<file path="config.mk">
export PLATFORM = sky130hd
export DESIGN_NAME = car_odometer_flat
export DESIGN_NICKNAME = d
export VERILOG_FILES = /design/src/rtl/car_odometer_if.sv /design/src/rtl/car_odometer.sv /design/src/flat_wrapper.sv
export SDC_FILE = /design/constraint.sdc
export NUM_CORES = 1
export LEC_CHECK = 0
export ABC_CLOCK_PERIOD_IN_PS = 2300
export CAP_MARGIN = 5
export CORE_UTILIZATION = 45
export CTS_BUF_LIST = sky130_fd_sc_hd__clkbuf_16
export DETAILED_ROUTE_END_ITERATION = 6
export GPL_TIMING_DRIVEN = 0
export HOLD_SLACK_MARGIN = 0.06
export PLACE_DENSITY = 0.67
export SKIP_CTS_REPAIR_TIMING = 1
export SYNTH_ARGS = -nofsm -noshare
export SYNTH_HDL_FRONTEND = slang
export SYNTH_SLANG_ARGS = --single-unit
</file>
<file path="constraint.sdc">
create_clock -name clk -period 2.3 [get_ports clk]
set_input_delay 0.46 -clock clk [delete_from_list [all_inputs] [get_ports clk]]
set_output_delay 0.46 -clock clk [all_outputs]
set_load 0.03 [all_outputs]
</file>
<file path="src/rtl/car_odometer_if.sv">
// Dashboard odometer bus: car mode, wheel movement and trip clear in; BCD mileage and status out.
interface car_odometer_if;
  logic [1:0]  mode;
  logic        move_in;
  logic        clear;
  logic [15:0] mile;
  logic        unit_pulse;
  logic        overflow;

  modport master (output mode, move_in, clear, input mile, unit_pulse, overflow);
  modport slave  (input mode, move_in, clear, output mile, unit_pulse, overflow);
endinterface

</file>
<file path="src/rtl/car_odometer.sv">
// Wheel-tick odometer: prescales move_in rising edges into distance units and keeps a
// saturating 4-digit packed-BCD mileage that is cleared on trip clear or power-off.
module car_odometer #(
  parameter int TICKS_PER_UNIT = 100
) (
  input logic           clk,
  input logic           reset,
  car_odometer_if.slave bus
);

  // TICKS_PER_UNIT = 1 would give a zero-width prescaler; keep one bit that never leaves 0.
  localparam int PRE_W = (TICKS_PER_UNIT > 1) ? $clog2(TICKS_PER_UNIT) : 1;
  localparam logic [PRE_W-1:0] PRE_MAX = PRE_W'(TICKS_PER_UNIT - 1);

  logic [15:0]      mile_q, mile_d;
  logic [PRE_W-1:0] pre_q, pre_d;
  logic             overflow_q, overflow_d;
  logic             unit_pulse_q, unit_pulse_d;
  logic             move_prev_q, move_prev_d;
  logic [1:0]       mode_prev_q, mode_prev_d;

  logic tick;
  logic power_off;
  logic unit_req;

  function automatic logic [15:0] bcd_inc(input logic [15:0] v);
    logic [15:0] r;
    logic        carry;
    r     = v;
    carry = 1'b1;
    for (int i = 0; i < 4; i++) begin
      if (carry) begin
        if (v[4*i +: 4] == 4'd9) begin
          r[4*i +: 4] = 4'd0;
        end else begin
          r[4*i +: 4] = v[4*i +: 4] + 4'd1;
          carry       = 1'b0;
        end
      end
    end
    return r;
  endfunction

  always_comb begin
    tick      = bus.move_in & ~move_prev_q & (bus.mode != 2'b00);
    power_off = (mode_prev_q != 2'b00) && (bus.mode == 2'b00);
    unit_req  = tick && (pre_q == PRE_MAX);

    mile_d       = mile_q;
    pre_d        = pre_q;
    overflow_d   = overflow_q;
    unit_pulse_d = 1'b0;
    move_prev_d  = bus.move_in;
    mode_prev_d  = bus.mode;

    if (bus.clear || power_off) begin
      mile_d     = 16'h0000;
      pre_d      = '0;
      overflow_d = 1'b0;
    end else if (unit_req) begin
      // The prescaler wraps even when the unit is lost at 9999.
      pre_d = '0;
      if (mile_q != 16'h9999) begin
        mile_d       = bcd_inc(mile_q);
        unit_pulse_d = 1'b1;
      end else begin
        overflow_d = 1'b1;
      end
    end else if (tick) begin
      pre_d = pre_q + PRE_W'(1);
    end
  end

  // Stage boundary: all state and outputs registered.
  always_ff @(posedge clk) begin
    if (reset) begin
      mile_q       <= 16'h0000;
      pre_q        <= '0;
      overflow_q   <= 1'b0;
      unit_pulse_q <= 1'b0;
      move_prev_q  <= 1'b1;
      mode_prev_q  <= 2'b00;
    end else begin
      mile_q       <= mile_d;
      pre_q        <= pre_d;
      overflow_q   <= overflow_d;
      unit_pulse_q <= unit_pulse_d;
      move_prev_q  <= move_prev_d;
      mode_prev_q  <= mode_prev_d;
    end
  end

  assign bus.mile       = mile_q;
  assign bus.unit_pulse = unit_pulse_q;
  assign bus.overflow   = overflow_q;

endmodule

</file>
<file path="src/flat_wrapper.sv">
// flat-port wrapper written by rule: the top's interface ports become plain ports
module car_odometer_flat 
#(
  parameter int TICKS_PER_UNIT = 100
)
  (clk, reset, bus_mode, bus_move_in, bus_clear, bus_mile, bus_unit_pulse, bus_overflow);
  car_odometer_if bus_i ();
  input logic clk;
  input logic reset;
  input wire logic [$bits(bus_i.mode)-1:0] bus_mode;
  input wire logic [$bits(bus_i.move_in)-1:0] bus_move_in;
  input wire logic [$bits(bus_i.clear)-1:0] bus_clear;
  output wire logic [$bits(bus_i.mile)-1:0] bus_mile;
  output wire logic [$bits(bus_i.unit_pulse)-1:0] bus_unit_pulse;
  output wire logic [$bits(bus_i.overflow)-1:0] bus_overflow;
  assign bus_i.mode = bus_mode;
  assign bus_i.move_in = bus_move_in;
  assign bus_i.clear = bus_clear;
  assign bus_mile = bus_i.mile;
  assign bus_unit_pulse = bus_i.unit_pulse;
  assign bus_overflow = bus_i.overflow;
  car_odometer #(.TICKS_PER_UNIT(TICKS_PER_UNIT)) u_core (.clk(clk), .reset(reset), .bus(bus_i));
endmodule
</file>
==> run_results.csv <==
group,metric,value,unit
place,dp.final_hpwl,2612,µm
sta,grt_setup_unrepaired,"no",
route,ant_nets,0,
power,power_density,502.1,nW/µm²
finish,final_util,0.5971,
sta,report.final.hold_viol_count,0,
global_route,grt.met1_usage,0.2951,
route,dr.pass1.iters,4,
route,detail_route.drc_violations,0,
power,power.leakage,0.5234,nW
cts,clkTransAtPathRegs,60,ps
synthesis,syn_area,1439,µm²
synthesis,syn-instance-count,169,
synthesis,ys_ff_latch,28,
synthesis,synth-edff-count,0,
floorplan,rows,20,
floorplan,die-width,58.55,µm
worst_hold_path,hold_depth,2,
sta,min_period_over_period,0.9727,
synthesis,synth_top_family_by_area,"simple AND/OR/NAND/NOR gates",
power,power.total,0.9152,mW
place,globalplace.congestion,0.8314,
finish,layout_commonest_cell,"dfxtp_1",
global_route,antenna_found_initial,0,
global_route,grt_max_degree,15,
route,routed_wl,3509,µm
place,dpl_cell_area,1724,µm²
critical_path,critPathRequiredTime,2480,ps
global_route,overflow,0,
critical_path,worstSetupPathDepth,7,
finish,final_cell_mix,"28 x dfxtp_1, 22 x clkdlybuf4s50_1, 14 x a21oi_1",
sta,max_freq,447.0,MHz
cts,clock-sinks,28,
finish,drive_gt1_frac,0.07732,
run,cap_viol_max_count,0,
global_route,grt_pass1_wl,5858,µm
cts,clkLatencyLatePin,260,ps
floorplan,dieArea,3428,µm²
synthesis,avgSynthCellArea,8.514,µm²
sta,min_period,2237,ps
critical_path,cp_cell_sequence,"clkdlybuf4s50_1 -> nor2_1 -> buf_4 -> or4_1 -> buf_6 -> or3_1 -> a31oi_1",
finish,syn2layout_area_growth,26.70,%
cts,cts_tree,"yes",
synthesis,ys_seq_area_frac,0.3896,
sta,layout_setup_ws,62.71,ps
status,status,"finished, final reports clean",
sta,hold_ws,475.3,ps
critical_path,slowest_stage,"or4_1",
synthesis,synth_async_sr_flop_share,0,
synthesis,synth.distinct_cells,41,
place,dpl.cell_count,236,
synthesis,ys.flop_type,"dfxtp_1",
critical_path,worstSetupStartpointType,"input port",
sta,finalClockSkew,2.618,ps
floorplan,die_y,58.55,µm
sta,worstMarginPinSlew,801.4,ps
critical_path,r2r_cells,5,
power,ir_drop,0.2680,mV
route,vias,1390,
critical_path,slowest_delay,530,ps
critical_path,crit_fanout,10,
floorplan,start_util,0.4713,
route,wire_per_inst,14.74,µm
critical_path,cp_top_family,"simple AND/OR/NAND/NOR gates",
sta,maxSlewViolCount,0,
floorplan,io_pins,24,
cts,cts-htree-levels,1,
synthesis,synthSimpleGateAreaFrac,0.3357,
global_route,grt_pass1_vias,1292,
sta,slew_headroom,0.4584,
synthesis,synth_xor_area_frac,0.04261,
synthesis,synth-compound-area-share,0.1774,
finish,instances_no_fill,238,
synthesis,synthMuxAreaShare,0.01391,
worst_hold_path,hold_path_class,"in -> reg",
route,first_iter_violations,55,
global_route,grtUsageMet2,0.3629,
synthesis,synthAdderAreaFrac,0.008696,
global_route,grt_usage,0.2234,
synthesis,syn_nets,176,
cts,cts_buffer_depth,2,
critical_path,path_buf_inv,3,
sta,finalSetupTns,0,ps
cts,cts_made_buffers,3,
critical_path,crit_path_end_kind,"flip-flop",
place,place_ws,-400.4,ps
finish,diodes,0,
route,avgViaCountPerCell,5.840,
global_route,top_usage_layer,"met2",
critical_path,arrival,2410,ps
synthesis,ys_warn_count,0,
critical_path,crit_type,"in -> reg",
floorplan,core_region_area,3053,µm²
finish,postLayoutCellArea,1823,µm²
finish,nFillCells,306,
global_route,use_met3,0.03956,
sta,setup_viol,0,
finish,fin_nets,203,
cts,cts-root-buf,"clkbuf_16",
place,io_buffers,23,
## sequential cells by signal (all words and copies together) (netlist names)
register	flops
u_core.move_prev_q	1
u_core.bus.mile	16
u_core.pre_q	7
u_core.bus.unit_pulse	1
u_core.mode_prev_q	2
u_core.bus.overflow	1
## area by class of cell
class	count	area, µm²	share of cell area
sequential	28	560.5	0.3075
tap	44	55.05	0.03020
multi-input combinational	129	845.8	0.4640
timing repair buffer	23	232.7	0.1277
clock buffer	3	75.07	0.04118
buffer	5	31.28	0.01716
inverter	6	22.52	0.01235
## cell usage after synthesis, types with 2 or more instances
| cell | instances | share of area |
|---|---|---|
| dfxtp_1 | 28 | 0.39 |
| o31ai_1 | 5 | 0.026 |
| clkbuf_1 | 5 | 0.013 |
| nor2b_1 | 4 | 0.017 |
| nor3_1 | 7 | 0.024 |
| and3_1 | 2 | 0.0087 |
| a21oi_1 | 14 | 0.049 |
| nor4bb_1 | 4 | 0.028 |
| a31oi_1 | 3 | 0.013 |
| a41oi_1 | 2 | 0.012 |
| and2_1 | 2 | 0.0087 |
| or4bb_1 | 3 | 0.023 |
| nor2_1 | 9 | 0.023 |
| or2_2 | 3 | 0.013 |
| nand4_1 | 4 | 0.017 |
| xnor2_1 | 6 | 0.037 |
| nand2b_1 | 2 | 0.0087 |
| or3_1 | 4 | 0.017 |
| or4_1 | 5 | 0.026 |
| o21ai_0 | 5 | 0.017 |
| nor4_1 | 8 | 0.035 |
| a211oi_1 | 2 | 0.010 |
| inv_1 | 6 | 0.016 |
| nand3_1 | 7 | 0.024 |
| nand2_1 | 12 | 0.031 |
| mux2i_1 | 2 | 0.014 |
## routing by layer
| metal | wire [µm] | part of all wire |
|---|---|---|
| met3 | 118 | 0.034 |
| met1 | 1625 | 0.46 |
| met2 | 1711 | 0.49 |
| met5 | 0 | 0 |
| met4 | 54 | 0.015 |
## cells by family (layout without fill, tap and decap cells)
kind of cell    count (synthesis)  in the layout
simple gates                   80             80
compound gates                 39             39
flops                          28             28
buf+inv                        12             37
xor+xnor                        7              7
mux                             2              2
fa+ha+maj                       1              1
## path summary, 6_finish.rpt
path,start,end,slack [ps]
max reg2reg,u_core.pre_q[2],u_core.bus.mile[11],150
min,bus_mode[1],u_core.mode_prev_q[1],480
min reg2reg,u_core.bus.overflow,u_core.bus.overflow,490
max,bus_mode[0],u_core.bus.mile[11],60
## report_power, final
group          leakage, nW  internal (mW)  switching, mW  total [mW]
combinational        0.260         0.0167         0.0212      0.0379
sequential           0.226          0.488       0.000965       0.489
clock               0.0370          0.231          0.158       0.389
total                0.523          0.735          0.180       0.915
No activity file was read; power rests on OpenSTA's default activity.
